## src/rtl/qoi_pkg.sv

```systemverilog
// qoi_pkg: QOI opcodes, stream framing constants and controller state encoding
package qoi_pkg;
  localparam logic [7:0] QOI_OP_INDEX = 8'h00;
  localparam logic [7:0] QOI_OP_DIFF  = 8'h40;
  localparam logic [7:0] QOI_OP_LUMA  = 8'h80;
  localparam logic [7:0] QOI_OP_RUN   = 8'hC0;
  localparam logic [7:0] QOI_OP_RGB   = 8'hFE;
  localparam logic [7:0] QOI_OP_RGBA  = 8'hFF;
  localparam logic [31:0] QOI_MAGIC   = 32'h716F6966;
  localparam int HEADER_LEN  = 14;
  localparam int TRAILER_LEN = 8;
  typedef enum logic [2:0] {IDLE, ENC_RST, HEADER, STREAM, FLUSH, TRAILER} state_t;
endpackage

```

## src/rtl/qoi_chunk_serializer.sv

```systemverilog
// qoi_chunk_serializer: holds one encoder chunk of up to 5 bytes and streams it out a byte at a time
module qoi_chunk_serializer (
  input  logic        clk,
  input  logic        rst,
  input  logic        load,
  input  logic [39:0] chunk,
  input  logic [2:0]  chunk_len,
  input  logic        m_ready,
  output logic [7:0]  m_data,
  output logic        m_valid,
  output logic        can_adv
);
  logic [4:0][7:0] data_q, data_d;
  logic [2:0] len_q, len_d, idx_q, idx_d;
  logic pop, last;
  assign m_valid = len_q != 3'd0;
  assign m_data  = data_q[idx_q];
  assign last    = idx_q == len_q - 3'd1;
  assign pop     = m_valid & m_ready;
  // a new chunk may land in the same cycle the final byte of the old one leaves
  assign can_adv = !m_valid || (last && m_ready);
  always_comb begin
    data_d = load ? chunk : data_q;
    len_d  = load ? chunk_len : (pop && last) ? 3'd0 : len_q;
    idx_d  = (load || (pop && last)) ? 3'd0 : idx_q + 3'(pop);
  end
  always_ff @(posedge clk) begin
    if (rst) begin
      data_q <= '0;
      len_q  <= '0;
      idx_q  <= '0;
    end else begin
      data_q <= data_d;
      len_q  <= len_d;
      idx_q  <= idx_d;
    end
  end
endmodule

```

## src/rtl/qoi_stream_ctrl.sv

```systemverilog
// qoi_stream_ctrl: frames one QOI image (header, encoder chunks, end marker) on a byte stream.
// Define QOI_STREAM_CTRL_STATS_EN to add stat_bytes/stat_chunks counters.
module qoi_stream_ctrl
  import qoi_pkg::*;
#(
  parameter int DIM_W     = 32,
  parameter int FLUSH_ADV = 2
) (
  input  logic             clk,
  input  logic             rst,
  input  logic             start,
  input  logic [DIM_W-1:0] cfg_width,
  input  logic [DIM_W-1:0] cfg_height,
  input  logic [7:0]       cfg_channels,
  input  logic [7:0]       cfg_colorspace,
  input  logic [31:0]      s_px,
  input  logic             s_valid,
  output logic             s_ready,
  output logic             enc_rst,
  output logic             enc_ce,
  output logic [31:0]      enc_px,
  output logic             enc_finish,
  input  logic [39:0]      enc_chunk,
  input  logic [2:0]       enc_chunk_len,
  output logic [7:0]       m_data,
  output logic             m_valid,
  input  logic             m_ready,
  output logic             m_last,
  output logic             busy,
`ifdef QOI_STREAM_CTRL_STATS_EN
  output logic [31:0]      stat_bytes,
  output logic [31:0]      stat_chunks,
`endif
  output logic             done
);
  localparam int FW = $clog2(FLUSH_ADV + 1);
  state_t state_q, state_d;
  logic [DIM_W-1:0] cnt_q, cnt_d, width_q, width_d, height_q, height_d;
  logic [7:0] ch_q, ch_d, cs_q, cs_d, ser_data;
  logic [3:0] bidx_q, bidx_d;
  logic [FW-1:0] flush_q, flush_d;
  logic enc_rst_q, done_q, done_d, ser_valid, can_adv, acc, hdr_last, trl_last;
  logic [13:0][7:0] hdr;
  qoi_chunk_serializer u_ser (
    .clk       (clk),
    .rst       (rst),
    .load      (enc_ce),
    .chunk     (enc_chunk),
    .chunk_len (enc_chunk_len),
    .m_ready   (m_ready),
    .m_data    (ser_data),
    .m_valid   (ser_valid),
    .can_adv   (can_adv)
  );
  assign hdr      = {QOI_MAGIC, 32'(width_q), 32'(height_q), ch_q, cs_q};
  assign hdr_last = bidx_q == 4'(HEADER_LEN - 1);
  assign trl_last = bidx_q == 4'(TRAILER_LEN - 1);
  assign m_valid  = state_q == HEADER || state_q == TRAILER || ser_valid;
  assign m_data   = state_q == HEADER ? hdr[4'(HEADER_LEN - 1) - bidx_q]
                  : state_q == TRAILER ? {7'd0, trl_last} : ser_data;
  assign m_last   = state_q == TRAILER && trl_last;
  assign acc      = m_valid & m_ready;
  assign busy     = state_q != IDLE;
  assign enc_rst  = enc_rst_q;
  assign done     = done_q;
  always_comb begin
    state_d    = state_q;
    cnt_d      = cnt_q;
    width_d    = width_q;
    height_d   = height_q;
    ch_d       = ch_q;
    cs_d       = cs_q;
    bidx_d     = bidx_q;
    flush_d    = flush_q;
    done_d     = 1'b0;
    s_ready    = 1'b0;
    enc_ce     = 1'b0;
    enc_px     = '0;
    enc_finish = 1'b0;
    case (state_q)
      IDLE: if (start) begin
        width_d  = cfg_width;
        height_d = cfg_height;
        ch_d     = cfg_channels;
        cs_d     = cfg_colorspace;
        cnt_d    = cfg_width * cfg_height;
        state_d  = ENC_RST;
      end
      ENC_RST: begin
        bidx_d  = '0;
        state_d = HEADER;
      end
      HEADER: if (acc) begin
        bidx_d  = hdr_last ? 4'd0 : bidx_q + 4'd1;
        state_d = !hdr_last ? HEADER : cnt_q != '0 ? STREAM : TRAILER;
      end
      STREAM: begin
        s_ready = can_adv;
        enc_ce  = s_valid & can_adv;
        enc_px  = s_px;
        if (enc_ce) begin
          cnt_d   = cnt_q - 1'b1;
          flush_d = '0;
          state_d = cnt_q == DIM_W'(1) ? FLUSH : STREAM;
        end
      end
      FLUSH: begin
        if (flush_q != FW'(FLUSH_ADV)) begin
          enc_ce     = can_adv;
          enc_finish = can_adv && flush_q == '0;
          flush_d    = can_adv ? flush_q + 1'b1 : flush_q;
        end else if (!ser_valid) begin
          bidx_d  = '0;
          state_d = TRAILER;
        end
      end
      TRAILER: if (acc) begin
        bidx_d  = bidx_q + 4'd1;
        done_d  = trl_last;
        state_d = trl_last ? IDLE : TRAILER;
      end
      default: state_d = IDLE;
    endcase
  end
  always_ff @(posedge clk) begin
    if (rst) begin
      state_q   <= IDLE;
      cnt_q     <= '0;
      width_q   <= '0;
      height_q  <= '0;
      ch_q      <= '0;
      cs_q      <= '0;
      bidx_q    <= '0;
      flush_q   <= '0;
      enc_rst_q <= 1'b1;
      done_q    <= 1'b0;
    end else begin
      state_q   <= state_d;
      cnt_q     <= cnt_d;
      width_q   <= width_d;
      height_q  <= height_d;
      ch_q      <= ch_d;
      cs_q      <= cs_d;
      bidx_q    <= bidx_d;
      flush_q   <= flush_d;
      enc_rst_q <= state_d == ENC_RST;
      done_q    <= done_d;
    end
  end
`ifdef QOI_STREAM_CTRL_STATS_EN
  logic [31:0] bytes_q, bytes_d, chunks_q, chunks_d;
  logic clr;
  assign clr = state_q == IDLE && start;
  always_comb begin
    bytes_d  = clr ? 32'd0 : bytes_q + 32'(acc);
    chunks_d = clr ? 32'd0 : chunks_q + 32'(enc_ce && enc_chunk_len != 3'd0);
  end
  always_ff @(posedge clk) begin
    if (rst) begin
      bytes_q  <= '0;
      chunks_q <= '0;
    end else begin
      bytes_q  <= bytes_d;
      chunks_q <= chunks_d;
    end
  end
  assign stat_bytes  = bytes_q;
  assign stat_chunks = chunks_q;
`endif
endmodule

```

## config.mk

```make
export PLATFORM = sky130hd
export DESIGN_NAME = qoi_stream_ctrl
export DESIGN_NICKNAME = d
export VERILOG_FILES = /design/src/rtl/qoi_pkg.sv /design/src/rtl/qoi_chunk_serializer.sv /design/src/rtl/qoi_stream_ctrl.sv
export SDC_FILE = /design/constraint.sdc
export NUM_CORES = 2
export LEC_CHECK = 0
export CELL_PAD_IN_SITES_DETAIL_PLACEMENT = 0
export CELL_PAD_IN_SITES_GLOBAL_PLACEMENT = 2
export CORE_ASPECT_RATIO = 1.2
export CORE_UTILIZATION = 38
export DETAILED_ROUTE_END_ITERATION = 10
export PLACE_DENSITY_LB_ADDON = 0.1
export SYNTH_ARGS = -nofsm -noshare
export SYNTH_HDL_FRONTEND = slang
export SYNTH_HIERARCHICAL = 1
export SYNTH_SLANG_ARGS = --single-unit
```

## constraint.sdc

```tcl
create_clock -name clk -period 12 [get_ports clk]
set_input_delay 3 -clock clk [delete_from_list [all_inputs] [get_ports clk]]
set_output_delay 3 -clock clk [all_outputs]
set_load 0.005 [all_outputs]
```

# ---- After elaboration in Yosys (flattened, before gate mapping)
# Index checks and enable logic that the tools add are counted.
dict set report op_classes {
  add_sub_neg 6
  mul 1
  order_cmp 2
  n_eq_ne 19
  n_mux 38
  bitwise_logic 5
  n_reduce_logical 24
}
# op n
set ops {}
lappend ops {{32-bit 2-to-1 mux} 3}
lappend ops {{32-bit case mux with 2 select lines} 1}
lappend ops {{3-bit 2-to-1 mux} 12}
lappend ops {{8-bit binary-select mux with 4-bit select} 1}
lappend ops {{32-bit by 1-bit == test with 1-bit output, second input constant} 1}
lappend ops {{32-bit by 32-bit multiplier with 32-bit output} 1}
lappend ops {{8-bit 2-to-1 mux} 4}
lappend ops {{32-bit nonzero test} 1}
lappend ops {{32-bit by 1-bit subtractor with 32-bit output, second input constant} 1}
lappend ops {{8-bit binary-select mux with 3-bit select} 1}
lappend ops {{4-bit 2-to-1 mux} 5}
lappend ops {{2-bit != test, second input constant} 9}
lappend ops {{3-bit case mux with 6 select lines} 1}
lappend ops {{4-bit case mux with 4 select lines} 1}
lappend ops {{3-bit by 1-bit == test with 1-bit output, second input constant} 2}
lappend ops {{3-bit by 2-bit == test with 1-bit output, second input constant} 2}
lappend ops {{3-bit == test, second input constant} 2}
lappend ops {{2-bit 2-to-1 mux} 3}
lappend ops {{2-bit nonzero test} 3}
lappend ops {{3-bit nonzero test} 2}
lappend ops {{4-bit by 5-bit < comparator with 1-bit output, second input constant} 1}
lappend ops {{5-bit AND reduction} 1}
lappend ops {{4-bit by 1-bit adder with 4-bit output, second input constant} 1}
lappend ops {{4-bit by 3-bit == test with 1-bit output, second input constant} 1}
lappend ops {{other kinds (23)} 35}
dict set report word_totals {
  register_bits 169
  inputBits 160
  out_inout_bits 48
  wordCells 112
}

# ---- Depth between registers and ports, before layout
dict set report depth {
  ltp_word 8
  depth_mapped 27
  mapped_depth_nobuf 25
}

# ---- By module
# Netlist, hierarchy kept.
# module instances cells_each area_per_inst_um2 seq_area_each_um2
set modules_own_cells {}
lappend modules_own_cells {qoi_stream_ctrl 1 2584 22191.3 2462.4}
lappend modules_own_cells {qoi_chunk_serializer 1 199 2098.3 920.9}

# ---- Worst setup path after synthesis
# OpenSTA, ideal clock, no wires.
dict set report synth_timing {
  kind {input-to-reg}
  startpoint {in cfg_height[5]}
  endpoint {reg cnt_q[29]}
  setup_time_ps 127
  arrival_time_ps 9302
  required_ps 11873
  slack_ps 2570
  cell_stages 25
  n_path_buf 2
  path_cell_list {clkbuf_1 > clkbuf_1 > and2_1 > fa_1 > fa_1 > fa_1 > inv_1 > fa_1 > inv_1 > fa_1 > inv_1 > fa_1 > inv_1 > fa_1 > fa_1 > ha_1 > o21a_1 > o21ai_0 > o21bai_1 > a21oi_1 > a31oi_1 > a31o_2 > o21a_1 > o31a_1 > o2bb2ai_1}
}
dict set report synth_via {
  elab_chain_cells 3
}
# element line
set synth_lines {}
lappend synth_lines {{from (decl)} qoi_stream_ctrl.sv:13} ;# input logic [DIM_W-1:0] cfg_height,
lappend synth_lines {{32-bit by 32-bit multiplier with 32-bit output} qoi_stream_ctrl.sv:86} ;# cnt_d = cfg_width * cfg_height;
lappend synth_lines {{32-bit 2-to-1 mux} qoi_stream_ctrl.sv:81} ;# IDLE: if (start) begin
lappend synth_lines {{32-bit case mux with 2 select lines} qoi_stream_ctrl.sv:80} ;# case (state_q)
lappend synth_lines {{to (signal assigned)} qoi_stream_ctrl.sv:139} ;# cnt_q <= cnt_d;
lappend synth_lines {{to (decl)} qoi_stream_ctrl.sv:38} ;# logic [DIM_W-1:0] cnt_q, cnt_d, width_q, width_d, height_q, height_d;
# No other way between the ends. The select of a mux whose other input is x is not followed.
# A chain may end at the register's enable or synchronous reset.

# ---- Worst setup path after layout
dict set report layout_timing {
  startpoint {in cfg_width[6]}
  endpoint {reg cnt_q[25]}
}
dict set report layout_via {
  elab_chain_cells 3
}
# element line
set layout_lines {}
lappend layout_lines {{from (decl)} qoi_stream_ctrl.sv:12} ;# input logic [DIM_W-1:0] cfg_width,
lappend layout_lines {{32-bit by 32-bit multiplier with 32-bit output} qoi_stream_ctrl.sv:86}
lappend layout_lines {{32-bit 2-to-1 mux} qoi_stream_ctrl.sv:81}
lappend layout_lines {{32-bit case mux with 2 select lines} qoi_stream_ctrl.sv:80}
# No other way between the ends. The select of a mux whose other input is x is not followed.

==> run_results.csv <==
group,metric,value,unit
route,wire_per_inst,20.8,um
route,drcViolationCount,0,
worst_hold_path,min_to,"height_q[18]",
synthesis,synth_compound_area_share,7.40,%
floorplan,fp.dieH,279,um
worst_setup_path,r2r_cells,7,
synthesis,yosys.area_share.simple,20.9,%
layout,seq_area,3380,um^2
outcome,outcome,"finished, final reports clean",
synthesis,synthAdderAreaFrac,40.7,%
clock_tree,cts_resized,0,
route,final_antenna_net_count,0,
sta,whs,456,ps
layout,final_cell_mix,"nand2_1, fa_1, inv_1",
layout,n_fill_cell,6398,
synthesis,synthCells,2783,
layout,layout_commonest_cell,"nand2_1",
clock_tree,cts_made_buffers,17,
placed_design,port_buffers,207,
route,vias,19000,
route,first_iter_violations,999,
route,dr.pass1.iters,5,
synthesis,yosysTopAreaCellShare,33.6,%
worst_setup_path,r2r_slack,8840,ps
synthesis,syn_nets,3488,
clock_tree,path_clk_slew,90,ps
worst_setup_path,start_kind,"input pin",
floorplan,num_rows,101,
worst_setup_path,crit_path_end_kind,"register",
worst_setup_path,crit_type,"in -> reg",
synthesis,yosysWarnings,6,
floorplan,core_area,63200,um^2
sta,drv_slew,0,
layout,stdcell_count,3727,
synthesis,synth_top_area_cell,"fa_1",
global_routing,grt_pass1_wl,120000,um
sta,fmax,0.0953,GHz
layout,final_area,27800,um^2
clock_tree,cts_tree,"done",
clock_tree,clock_latency,450,ps
worst_setup_path,cp.arrival,10790,ps
worst_setup_path,cp_max_fo,20,
floorplan,die_w,233,um
worst_setup_path,reg2reg_to,"cnt_q[24]",
synthesis,ys_ff_latch,169,
clock_tree,cts-hold-fix-buffers,0,
global_routing,grt_start_max_net_pins,84,
sta,relSlewSlack,10.9,%
flow_run,maxCapViolCount,0,
layout,layout-drive-gt1-share,4.89,%
clock_tree,cts.path.max_buffers,2,
synthesis,synth_edf_count,0,
synthesis,synth.mux.area_fraction,4.70,%
clock_tree,postCtsSetupRepairBufs,0,
synthesis,ys_seq_area_share,13.9,%
worst_hold_path,whs_path_depth,2,
placed_design,dp_hpwl,61100,um
floorplan,io_pins,208,
synthesis,synth_area_leaders,"fa_1, dfxtp_1, and2_1",
route,drt_wl_total,77700,um
global_routing,antenna_found_initial,2,
synthesis,avgSynthCellArea,8.73,um^2
sta,skew,14.9,ps
clock_tree,htree_levels,4,
global_routing,grt_pass1_vias,20200,
clock_tree,cts-root-buf,"clkbuf_16",
synthesis,syn_area,24300,um^2
sta,hold_viol_final,0,
sta,rsz0062_at_grt,"no",
global_routing,track_usage,24.5,%
sta,setup_viol,0,
route,viasPerCell,5.10,
layout,finalNetCount,3594,
synthesis,ys_async_sr_fraction,0,%
placed_design,gp_congestion,0.872,
layout,area_growth,14.3,%
floorplan,initial_core_util,38.4,%
floorplan,die_area,64900,um^2
worst_hold_path,hold_class,"reg -> reg",
clock_tree,clock-sinks,169,
placed_design,dp.cells,3694,
synthesis,yosysUniqueCellTypes,79,
worst_hold_path,min-delay-start,"height_q[18]",
placed_design,post_dp_cell_area,27100,um^2
sta,tns,0,ps
worst_setup_path,critical_path_required,12300,ps
sta,finalCriticalPeriod,10490,ps
worst_setup_path,reg2reg_from,"state_q[2]",
layout,multiInputGateArea,18700,um^2
sta,tightestPinTransition,1330,ps
sta,fin_crit_sh,87.4,%
synthesis,synth_top_family_by_area,"adder cells",
synthesis,yosys.area_share.xor_xnor,3.37,%
synthesis,synthFlopType,"dfxtp_1",
global_routing,overflow,0,
## sequential cells by signal (all words and copies together) (netlist names)
signal        flops
u_ser/data_q     40
flush_q           2
u_ser/idx_q       3
enc_rst           1
height_q         32
ch_q              8
state_q           3
done              1
cnt_q            32
bidx_q            4
u_ser/len_q       3
cs_q              8
width_q          32
## stage by stage
step | setup WS (ps) | util, %
after global placement | 1260 | 43.0
after CTS | 1610 | 43.9
after floorplan | 2570 | -
after detailed placement | 1160 | 43.0
final | 1510 | 43.9
after global routing | 1250 | 43.9
## final cells by class
cell class | count | share of cell area (%)
antenna | 1 | 0.00901
clock buffer | 17 | 1.53
clock inverter | 15 | 0.689
inverter | 404 | 5.46
multi-input combinational | 2034 | 67.4
sequential | 169 | 12.2
tap | 824 | 3.71
timing repair buffer | 263 | 8.97
## synthesized netlist by cell type, drive strengths merged (8+ instances only)
cell type  count
inv          404
nor2b          8
and2         316
a21oi        131
nand2        456
nand2b        10
o21ai         64
fa           408
xnor2         62
xor2          28
clkbuf       166
nor4           8
nor3          24
buf           10
dfxtp        169
a221oi        10
mux4          28
and3          43
ha           137
o21a           9
nand3         16
nor2         114
a21o          17
mux2i         48
## metal layers
metal  vias to the layer above  wire, um  global-route usage [%]
met5                         -        13                       0
li1                       8861         -                       -
met4                         2      1050                    5.08
met1                      9635     35500                    33.6
met3                        55      3210                    2.21
met2                       444     37900                    41.7
## worst max path at each step
stage / start / end / slack (ps) / depth (start not counted)
6_report: cfg_width[6] / cnt_q[25] / 1510 / 23
5_1_grt: cfg_width[6] / cnt_q[25] / 1250 / 23
4_1_cts: cfg_width[6] / cnt_q[25] / 1610 / 23
3_5_place_dp: cfg_width[6] / cnt_q[25] / 1160 / 23
3_3_place_gp: cfg_width[6] / cnt_q[25] / 1260 / 23
2_1_floorplan: cfg_height[5] / cnt_q[29] / 2570 / 25
## worst max-delay path, cell delays in order
cell and delay (ps):
clkdlybuf4s50_1 1350, nand2_1 200, fa_1 560, inv_1 60, fa_1 430, fa_1 490
inv_1 50, fa_1 470, inv_1 50, fa_1 450, ha_1 310, fa_1 520
fa_1 420, ha_1 390, a21o_1 230, a2111oi_0 500, o21bai_1 140, inv_1 70
a31oi_1 200, a311o_1 430, xor2_1 150, a222oi_1 230, nor2_1 70
## kinds of logic (layout without fill, tap and decap cells)
group	Yosys count	after routing
DFF	169	169
adders and majority gates	545	545
other	0	1
buffers and inverters	580	699
muxes	76	76
and+or+nand+nor	1028	1028
AOI/OAI and AO/OA	294	294
xor gates and xnor gates	91	91
Power is not shown: default switching activity piles up to over one toggle a cycle in this logic, so the estimate is an artifact.
